===== config.mk =====
export PLATFORM = sky130hd
export DESIGN_NAME = multi_freq_serial_out
export DESIGN_NICKNAME = d
export VERILOG_FILES = /design/src/rtl/serial_out_defs_pkg.sv /design/src/rtl/prog_tick_gen.sv /design/src/rtl/multi_freq_serial_out.sv
export SDC_FILE = /design/constraint.sdc
export NUM_CORES = 1
export LEC_CHECK = 0
export ABC_AREA = 0
export BUFFER_PORTS_ARGS = -buffer_cell sky130_fd_sc_hd__buf_2
export CAP_MARGIN = 20
export CORE_UTILIZATION = 63
export CTS_CLUSTER_DIAMETER = 60
export DETAILED_ROUTE_END_ITERATION = 7
export MAX_ROUTING_LAYER = met4
export PLACE_DENSITY = 0.85
export REMOVE_ABC_BUFFERS = 1
export SETUP_SLACK_MARGIN = 0.05
export SLEW_MARGIN = 0
export SYNTH_ARGS = -nofsm -noshare
export SYNTH_HDL_FRONTEND = slang
export SYNTH_HIERARCHICAL = 1
export SYNTH_SLANG_ARGS = --single-unit

===== constraint.sdc =====
create_clock -name clk -period 5.1 [get_ports clk]
set_clock_uncertainty 0.2 [all_clocks]
set_input_delay 1.02 -clock clk [delete_from_list [all_inputs] [get_ports clk]]
set_output_delay 1.02 -clock clk [all_outputs]
set_load 0.02 [all_outputs]

===== src/rtl/serial_out_defs_pkg.sv =====
// Shared encodings for the programmable serial pattern generator.
package serial_out_defs;

    typedef enum logic {
        ST_IDLE  = 1'b0,
        ST_SHIFT = 1'b1
    } state_t;

    typedef enum logic [1:0] {
        IDLE_LOW    = 2'b00,
        IDLE_HIGH   = 2'b01,
        IDLE_KEEP   = 2'b10,
        IDLE_REPEAT = 2'b11
    } idle_mode_t;

endpackage


===== src/rtl/prog_tick_gen.sv =====
// Programmable mod-(div+1) tick generator; held at zero while cleared.
module prog_tick_gen #(
    parameter int DIV_BIT = 8
) (
    input  logic               clk,
    input  logic               rst_n,
    input  logic               i_clr,
    input  logic [DIV_BIT-1:0] i_div,
    output logic               o_tick
);

    logic [DIV_BIT-1:0] count;

    assign o_tick = !i_clr && (count == i_div);

    always_ff @(posedge clk or negedge rst_n) begin
        if (!rst_n) begin
            count <= '0;
        end else if (i_clr || o_tick) begin
            count <= '0;
        end else begin
            count <= count + 1'b1;
        end
    end

endmodule


===== src/rtl/multi_freq_serial_out.sv =====
// Serial pattern generator: shifts a latched word out at a programmable bit rate,
// with programmable frame length, bit order and post-frame idle behaviour.
module multi_freq_serial_out
    import serial_out_defs::*;
#(
    parameter int DATA_BIT     = 32,
    parameter int TICK_PER_BIT = 16,
    parameter int DIV_BIT      = 8,
    parameter int LEN_BIT      = 6
) (
    input  logic                clk,
    input  logic                rst_n,
    input  logic                i_start,
    input  logic                i_stop,
    input  logic [DIV_BIT-1:0]  i_div,
    input  logic [LEN_BIT-1:0]  i_len,
    input  logic                i_lsb_first,
    input  logic [1:0]          i_idle_mode,
    input  logic [DATA_BIT-1:0] i_data,
    output logic                o_data,
    output logic                o_busy,
    output logic                o_done_tick
);

    localparam int TPB_BIT = $clog2(TICK_PER_BIT + 1);
    localparam logic [TPB_BIT-1:0] TPB_LAST = TPB_BIT'(TICK_PER_BIT - 1);
    localparam logic [LEN_BIT-1:0] LEN_MAX  = LEN_BIT'(DATA_BIT);

    state_t              state;
    idle_mode_t          mode_q;
    logic [DIV_BIT-1:0]  div_q;
    logic [LEN_BIT-1:0]  len_q;
    logic [LEN_BIT-1:0]  bit_idx;
    logic [LEN_BIT-1:0]  start_len;
    logic                lsb_q;
    logic [DATA_BIT-1:0] data_q;
    logic [TPB_BIT-1:0]  tick_cnt;
    logic                tick;
    logic                div_clr;

    // Position of frame bit idx inside the data word for the chosen order.
    function automatic logic pick_bit(
        input logic [DATA_BIT-1:0] data,
        input logic [LEN_BIT-1:0]  idx,
        input logic [LEN_BIT-1:0]  len,
        input logic                lsb
    );
        logic [LEN_BIT-1:0]  pos;
        logic [DATA_BIT-1:0] shifted;
        pos     = lsb ? idx : LEN_BIT'(len - idx - 1'b1);
        shifted = data >> pos;
        return shifted[0];
    endfunction

    always_comb begin
        start_len = i_len;
        if (i_len == '0 || i_len > LEN_MAX) begin
            start_len = LEN_MAX;
        end
    end

    assign div_clr = (state == ST_IDLE) || i_stop;

    prog_tick_gen #(.DIV_BIT(DIV_BIT)) u_tick_gen (
        .clk   (clk),
        .rst_n (rst_n),
        .i_clr (div_clr),
        .i_div (div_q),
        .o_tick(tick)
    );

    always_ff @(posedge clk or negedge rst_n) begin
        if (!rst_n) begin
            state       <= ST_IDLE;
            mode_q      <= IDLE_LOW;
            div_q       <= '0;
            len_q       <= '0;
            lsb_q       <= 1'b0;
            data_q      <= '0;
            bit_idx     <= '0;
            tick_cnt    <= '0;
            o_data      <= 1'b0;
            o_busy      <= 1'b0;
            o_done_tick <= 1'b0;
        end else begin
            o_done_tick <= 1'b0;
            if (i_stop) begin
                state    <= ST_IDLE;
                o_data   <= 1'b0;
                o_busy   <= 1'b0;
                bit_idx  <= '0;
                tick_cnt <= '0;
            end else begin
                case (state)
                    ST_IDLE: begin
                        if (i_start) begin
                            mode_q   <= idle_mode_t'(i_idle_mode);
                            div_q    <= i_div;
                            len_q    <= start_len;
                            lsb_q    <= i_lsb_first;
                            data_q   <= i_data;
                            bit_idx  <= '0;
                            tick_cnt <= '0;
                            o_data   <= pick_bit(i_data, '0, start_len, i_lsb_first);
                            o_busy   <= 1'b1;
                            state    <= ST_SHIFT;
                        end
                    end
                    ST_SHIFT: begin
                        if (tick) begin
                            if (tick_cnt != TPB_LAST) begin
                                tick_cnt <= tick_cnt + 1'b1;
                            end else begin
                                tick_cnt <= '0;
                                if (bit_idx != LEN_BIT'(len_q - 1'b1)) begin
                                    bit_idx <= bit_idx + 1'b1;
                                    o_data  <= pick_bit(data_q, LEN_BIT'(bit_idx + 1'b1), len_q, lsb_q);
                                end else begin
                                    // Frame end: the post-frame level appears in the done clk.
                                    bit_idx     <= '0;
                                    o_done_tick <= 1'b1;
                                    case (mode_q)
                                        IDLE_LOW:    o_data <= 1'b0;
                                        IDLE_HIGH:   o_data <= 1'b1;
                                        IDLE_KEEP:   o_data <= o_data;
                                        IDLE_REPEAT: o_data <= pick_bit(data_q, '0, len_q, lsb_q);
                                    endcase
                                    if (mode_q != IDLE_REPEAT) begin
                                        state  <= ST_IDLE;
                                        o_busy <= 1'b0;
                                    end
                                end
                            end
                        end
                    end
                endcase
            end
        end
    end

endmodule


# --- Word level (Yosys, flattened, before mapping) ---
# Cells that the tools add are included.
word_totals:
  register_bits: 72
  wordCells: 92
classes:
  n_addsub: 7
  magnitude_cmp: 1
  n_eq_ne: 13
  shift: 3
  n_mux: 42
  bitwise: 2
  reduce_logical: 12
ops:
  columns: ["op", "n"]
  rows:
  - ["$shr 32x6->1", 3]
  - ["$mux 6", 9]
  - ["$mux 1", 22]
  - ["$mux 5", 4]
  - ["$sub 6x1->6 const B", 3]
  - ["$pmux 6 s2", 1]
  - ["$pmux 5 s2", 1]
  - ["$ne 3x3->1 const B", 3]
  - ["$add 8x1->8 const B", 1]
  - ["$eq 8x8->1", 1]
  - ["$mux 8", 1]
  - ["$add 6x1->6 const B", 1]
  - ["$gt 6x6->1 const B", 1]
  - ["$logic_not 6->1", 1]
  - ["$ne 3x2->1 const B", 2]
  - ["$ne 6x6->1", 1]
  - ["$pmux 1 s2", 3]
  - ["$reduce_and 3->1", 2]
  - ["$sub 6x6->6", 1]
  - ["$add 5x1->5 const B", 1]
  - ["$ne 5x4->1 const B", 1]
  - ["$reduce_and 5->1", 1]
  - ["$eq 2x2->1 const B", 2]
  - ["$ne 4x4->1 const B", 1]
  - ["other kinds (10)", 13]

# --- Depth between registers and ports, before layout ---
logic_depth:
  depth_word: 10
  mapped_depth: 12
  mapped_depth_nobuf: 11

# --- Cells and area by module ---
# The synthesis kept the hierarchy.
by_module_without_submodules:
  columns: ["mod", "instances", "cells_per_inst", "area_each_um2", "seq_area_each_um2"]
  rows:
  - ["multi_freq_serial_out", 1, 460, 4061.4, 1601.5]
  - ["prog_tick_gen", 1, 46, 524.3, 200.2]

# --- Least setup slack after synthesis ---
# Ideal clock, no wire load.
synth_path:
  path_kind: "input-to-reg"
  startpoint: "in i_len[0]"
  endpoint: "reg o_data"
  setup_ns: 0.131
  t_arrival_ns: 3.230
  slack_ns: 1.539
  path_stages: 11
  cell_sequence: "nor2b_1 inv_1 buf_2 ha_1 xnor2_1 nor2_1 mux4_2 a221oi_1 a311oi_1 a211oi_1 a31oi_1"
synth_via:
  elab_chain_cells: 9
  elab_cells_between_ends: 10
synth_lines:
  columns: ["element", "line_no", "rtl"]
  rows:
  - ["start, declared", "multi_freq_serial_out.sv:16", "input logic [LEN_BIT-1:0] i_len,"]
  - ["$gt 6x6->1 / $logic_not 6->1 (equally long branches)", "multi_freq_serial_out.sv:57", "if (i_len == '0 || i_len > LEN_MAX) begin"]
  - ["$logic_or 1x1->1", "multi_freq_serial_out.sv:57", null]
  - ["$mux 6 (*)", "multi_freq_serial_out.sv:57", null]
  - ["$sub 6x1->6 (*)", "multi_freq_serial_out.sv:50", "pos = lsb ? idx : LEN_BIT'(len - idx - 1'b1);"]
  - ["$mux 6 (*)", "multi_freq_serial_out.sv:50", null]
  - ["$shr 32x6->1 (*)", "multi_freq_serial_out.sv:51", "shifted = data >> pos;"]
  - ["$mux 1 (*)", "multi_freq_serial_out.sv:96", "if (i_start) begin"]
  - ["$pmux 1 s2 (*)", "multi_freq_serial_out.sv:94", "case (state)"]
  - ["$mux 1 (*)", "multi_freq_serial_out.sv:87", "if (i_stop) begin"]
  - ["end signal, assigned", "multi_freq_serial_out.sv:104", "o_data <= pick_bit(i_data, '0, start_len, i_lsb_first);"]
  - ["end signal, assigned", "multi_freq_serial_out.sv:117", "o_data <= pick_bit(data_q, LEN_BIT'(bit_idx + 1'b1), len_q, lsb_q);"]
  - ["end signal, assigned", "multi_freq_serial_out.sv:125", "IDLE_KEEP: o_data <= o_data;"]
  - ["end, declared", "multi_freq_serial_out.sv:20", "output logic o_data,"]
# Every way passes the cells marked *; elsewhere a longest branch is shown, timed or not. The select of a mux whose other input is x is not followed.
# A chain may end at the register's enable or synchronous reset.

# --- Worst setup path in the final report ---
layout_path:
  startpoint: "in i_len[5]"
  endpoint: "reg o_data"
# Same word-level chain as after synthesis.

==> summary.txt <==
Floorplanning
  – Initial Util: 66.4%
  – IO Count: between 50 and 60
  – DIE AREA: about 7600 um2
  – Core box area: between 6000 and 7000 um2
  – Chip height: just under 90 um
  – Die width: approximately 87 um
  – FP Rows: 30

Clock network
  – CTS tree: built
  – Postcts setup bufs: 0
  – CTS Buf Count: 9
  – CTS Root Cell: clkbuf_8
  – CTS clk-pin slew, worst paths: 0.08 ns
  – Clk sinks: 72
  – Max clock buf depth: 2
  – Hold buffers post-CTS: 0
  – Worst skew pair latency: between 0.3 and 0.4 ns
  – H-tree levels: 3
  – Post_cts resized: 0

Placed design
  – Port Buf Inserts: 55
  – Post-Place Setup Slack: around 1.0 ns
  – Placer Congestion: 0.938
  – Post-DP HPWL: 8570 um

Global route
  – Grt met2 use: approximately half
  – Met3 Use GR: around 8.2%
  – Largest net degree at the start of global routing: 47
  – Total track usage: roughly a third
  – Initial antenna violation count: 0
  – Grt ovf: 0
  – Vias in the first global route: ~3.9k
  – Busiest grt layer: met2
  – Global-route wire length before repair: 19200 um
  – GR Util met1: 45.6%

Worst hold path
  – Hold path startpoint: data_q[12]$_DFFE_PN0P_
  – Hold endpoint: data_q[12]$_DFFE_PN0P_
  – Tightest Hold Check Type: flop to flop
  – Hold Path Cell Cnt: 2

Worst setup path
  – Reg-to-reg slack, setup: ~1.5 ns
  – Reg2reg start: len_q[0]$_DFFE_PN0P_
  – CP required: around 5 ns
  – Cell chain of the critical path: buf_2 > nor2b_1 > inv_1 > ha_1 > xnor2_1 > nor2_1 > mux4_2 > a221oi_1 > a311oi_1 > a211oi_1 > a31oi_1
  – Critical path peak fanout: 12
  – Worst R2R Path Depth: 10
  – Crit path kind: input pin to flop
  – CP max stage delay: roughly 0.41 ns
  – Slowest stage cell on the critical path: nor2_1
  – Critical path capture point type: flop
  – RR Endpoint: o_data$_DFFE_PN0P_
  – Crit path launch type: input pin
  – Worst EP arrival: 3.82 ns

Logic synthesis
  – Post-synth ARST share: between 90% and 100%
  – Synth Area per Inst: 9.06 um2
  – Area contributors post-synth: dfrtp_1, nand2_1, mux4_2
  – Mapped Cells: ~510
  – Area share of the largest cell type after synthesis: between 30 and 40%
  – Flops & latches, synth: 72
  – Post-synthesis sequential area ratio: approximately 40%
  – Top cell type by total area after synthesis: dfrtp_1
  – Top_reg_cell synth: dfrtp_1
  – Number of flops mapped to enable cells by yosys: 0
  – Synth cell types: 65
  – Total number of yosys warnings: 6
  – Mapped Area: around 4600 um2

Timing
  – Setup ws final: around 1.3 ns
  – Fin Setup TNS: 0 ns
  – Hold Fails Final Rpt: 0
  – Slew headroom: between 30% and 40%
  – Hold slack final: roughly 0.30 ns
  – Final slew viol count: 0
  – RSZ-0062 raised after global routing: false
  – Max Clk Rate: 265 MHz
  – Final worst-path cycle share: roughly 74%
  – Setup violators final: 0
  – Period minus WS final: ~3.8 ns
  – Worst Tran Pin Value: ~0.9 ns

Route
  – DR pass1 iterations: 5
  – DRT Wirelength: 11500 um
  – Via density: 6.25
  – DR DRC count: 0
  – Wire length per cell: roughly 18 um
  – DR vias: a little over 4k
  – 1st-iter DRT viols: approximately 380
  – Antenna-violating nets left: 0

Cells and area
  – Share of cells above drive strength 1: a little under a fifth
  – Layout net count: just over 600
  – Area Growth Syn to Fin: 11.2%
  – ANT cells: 0

Power
  – Pwr dens: around 350 nW/um2
  – Maximum vdd drop: 0.284 mV
  – P_leak: about 2.4 nW

Run
  – Max Cap Viol: 0

Outcome
  – Outcome: finished clean
[cell usage after synthesis (all sizes together), types with 5 or more instances]
cell      n
nand2   157
dfrtp    72
o21ai    25
nor2     24
xor2     19
clkbuf   15
a21oi    14
mux4     14
a221oi   12
mux2i    12
inv      11
buf      10
ha       10
nand3     9
xnor2     9
a211oi    8
nor2b     8
nor3      6
a31oi     5
o31ai     5
[report_power, final]
part           switching, mW  internal (mW)
clock                  0.245          0.280
sequential            0.0758          0.637
combinational          0.290          0.239
total                  0.611           1.16
[cell type report]
type | count | area, um2
flip-flops and latches | 72 | 1800
clock buffers | 9 | 124
clock inverters | 7 | 103
repair buffers | 60 | 313
inverters | 11 | 41.3
multi-input cells | 398 | 2600
fillers | 521 | 1810
well taps | 96 | 120
[sequential cells by signal, summed over array words and instances (netlist names), 2 cells and up]
register / count
data_q: 32
div_q: 8
u_tick_gen/count: 8
bit_idx: 6
len_q: 6
tick_cnt: 5
mode_q: 2
[worst max path at each step]
stage,startpoint,end,slack [ns],depth (start not counted)
after CTS,i_len[5],o_data$_DFFE_PN0P_,1.41,11
after global placement,i_len[5],o_data$_DFFE_PN0P_,1.19,11
after detailed placement,i_len[5],o_data$_DFFE_PN0P_,1.04,11
after floorplan,i_len[0],o_data$_DFFE_PN0P_,1.57,10
after global routing,i_len[5],o_data$_DFFE_PN0P_,1.01,11
final,i_len[5],o_data$_DFFE_PN0P_,1.32,11
[cells in the final DEF, fill, tap and decap left out, types with 6 or more instances in the layout]
cell type | synthesis | layout
buf_2 | 1 | 55
xor2_1 | 18 | 18
a221oi_1 | 10 | 10
nor3_1 | 6 | 6
inv_1 | 11 | 11
nand3_1 | 8 | 8
xnor2_1 | 9 | 9
a21oi_1 | 13 | 13
nor2_1 | 24 | 24
nand2_1 | 157 | 157
dfrtp_1 | 72 | 72
o21ai_0 | 23 | 23
a211oi_1 | 8 | 8
clkbuf_8 | 1 | 9
mux2i_1 | 12 | 12
nor2b_1 | 8 | 8
mux4_2 | 13 | 13
ha_1 | 10 | 10
[metal layers]
metal	wire length, um	up-vias
li1	-	1875
met1	4820	1947
met2	5320	209
met3	900	52
met4	472	0
met5	0	-
[kinds of logic (layout without fill, tap and decap cells)]
family | count (synthesis) | after routing | share of synthesized area [%]
buffers and inverters | 36 | 87 | 4.09
DFF | 72 | 72 | 39.3
and+or+nand+nor | 237 | 237 | 23.4
muxes | 30 | 30 | 10.6
xor gates and xnor gates | 29 | 29 | 6.00
AOI/OAI and AO/OA | 91 | 91 | 13.5
adders and majority gates | 11 | 11 | 3.17
[critical path, delay by kind of cell]
kind,cells,cell delay (ns)
buf+inv,2,0.45
compound gates,4,0.69
mux,1,0.38
xor+xnor,1,0.18
simple gates,2,0.78
fa+ha+maj,1,0.33
[per-stage QoR]
| step | std cells | total power, mW | area, um2 | utilization [%] |
|---|---|---|---|---|
| global placement | 637 | 1.22 | 4870 | 70.5 |
| detailed placement | 637 | 1.24 | 4870 | 70.5 |
| finish | 653 | 1.77 | 5100 | 73.8 |
| floorplan | 481 | 1.08 | 4440 | - |
| global route | 653 | 1.85 | 5100 | 73.8 |
| CTS | 653 | 1.76 | 5100 | 73.8 |
Note: power is estimated with default switching activity, not from simulation.
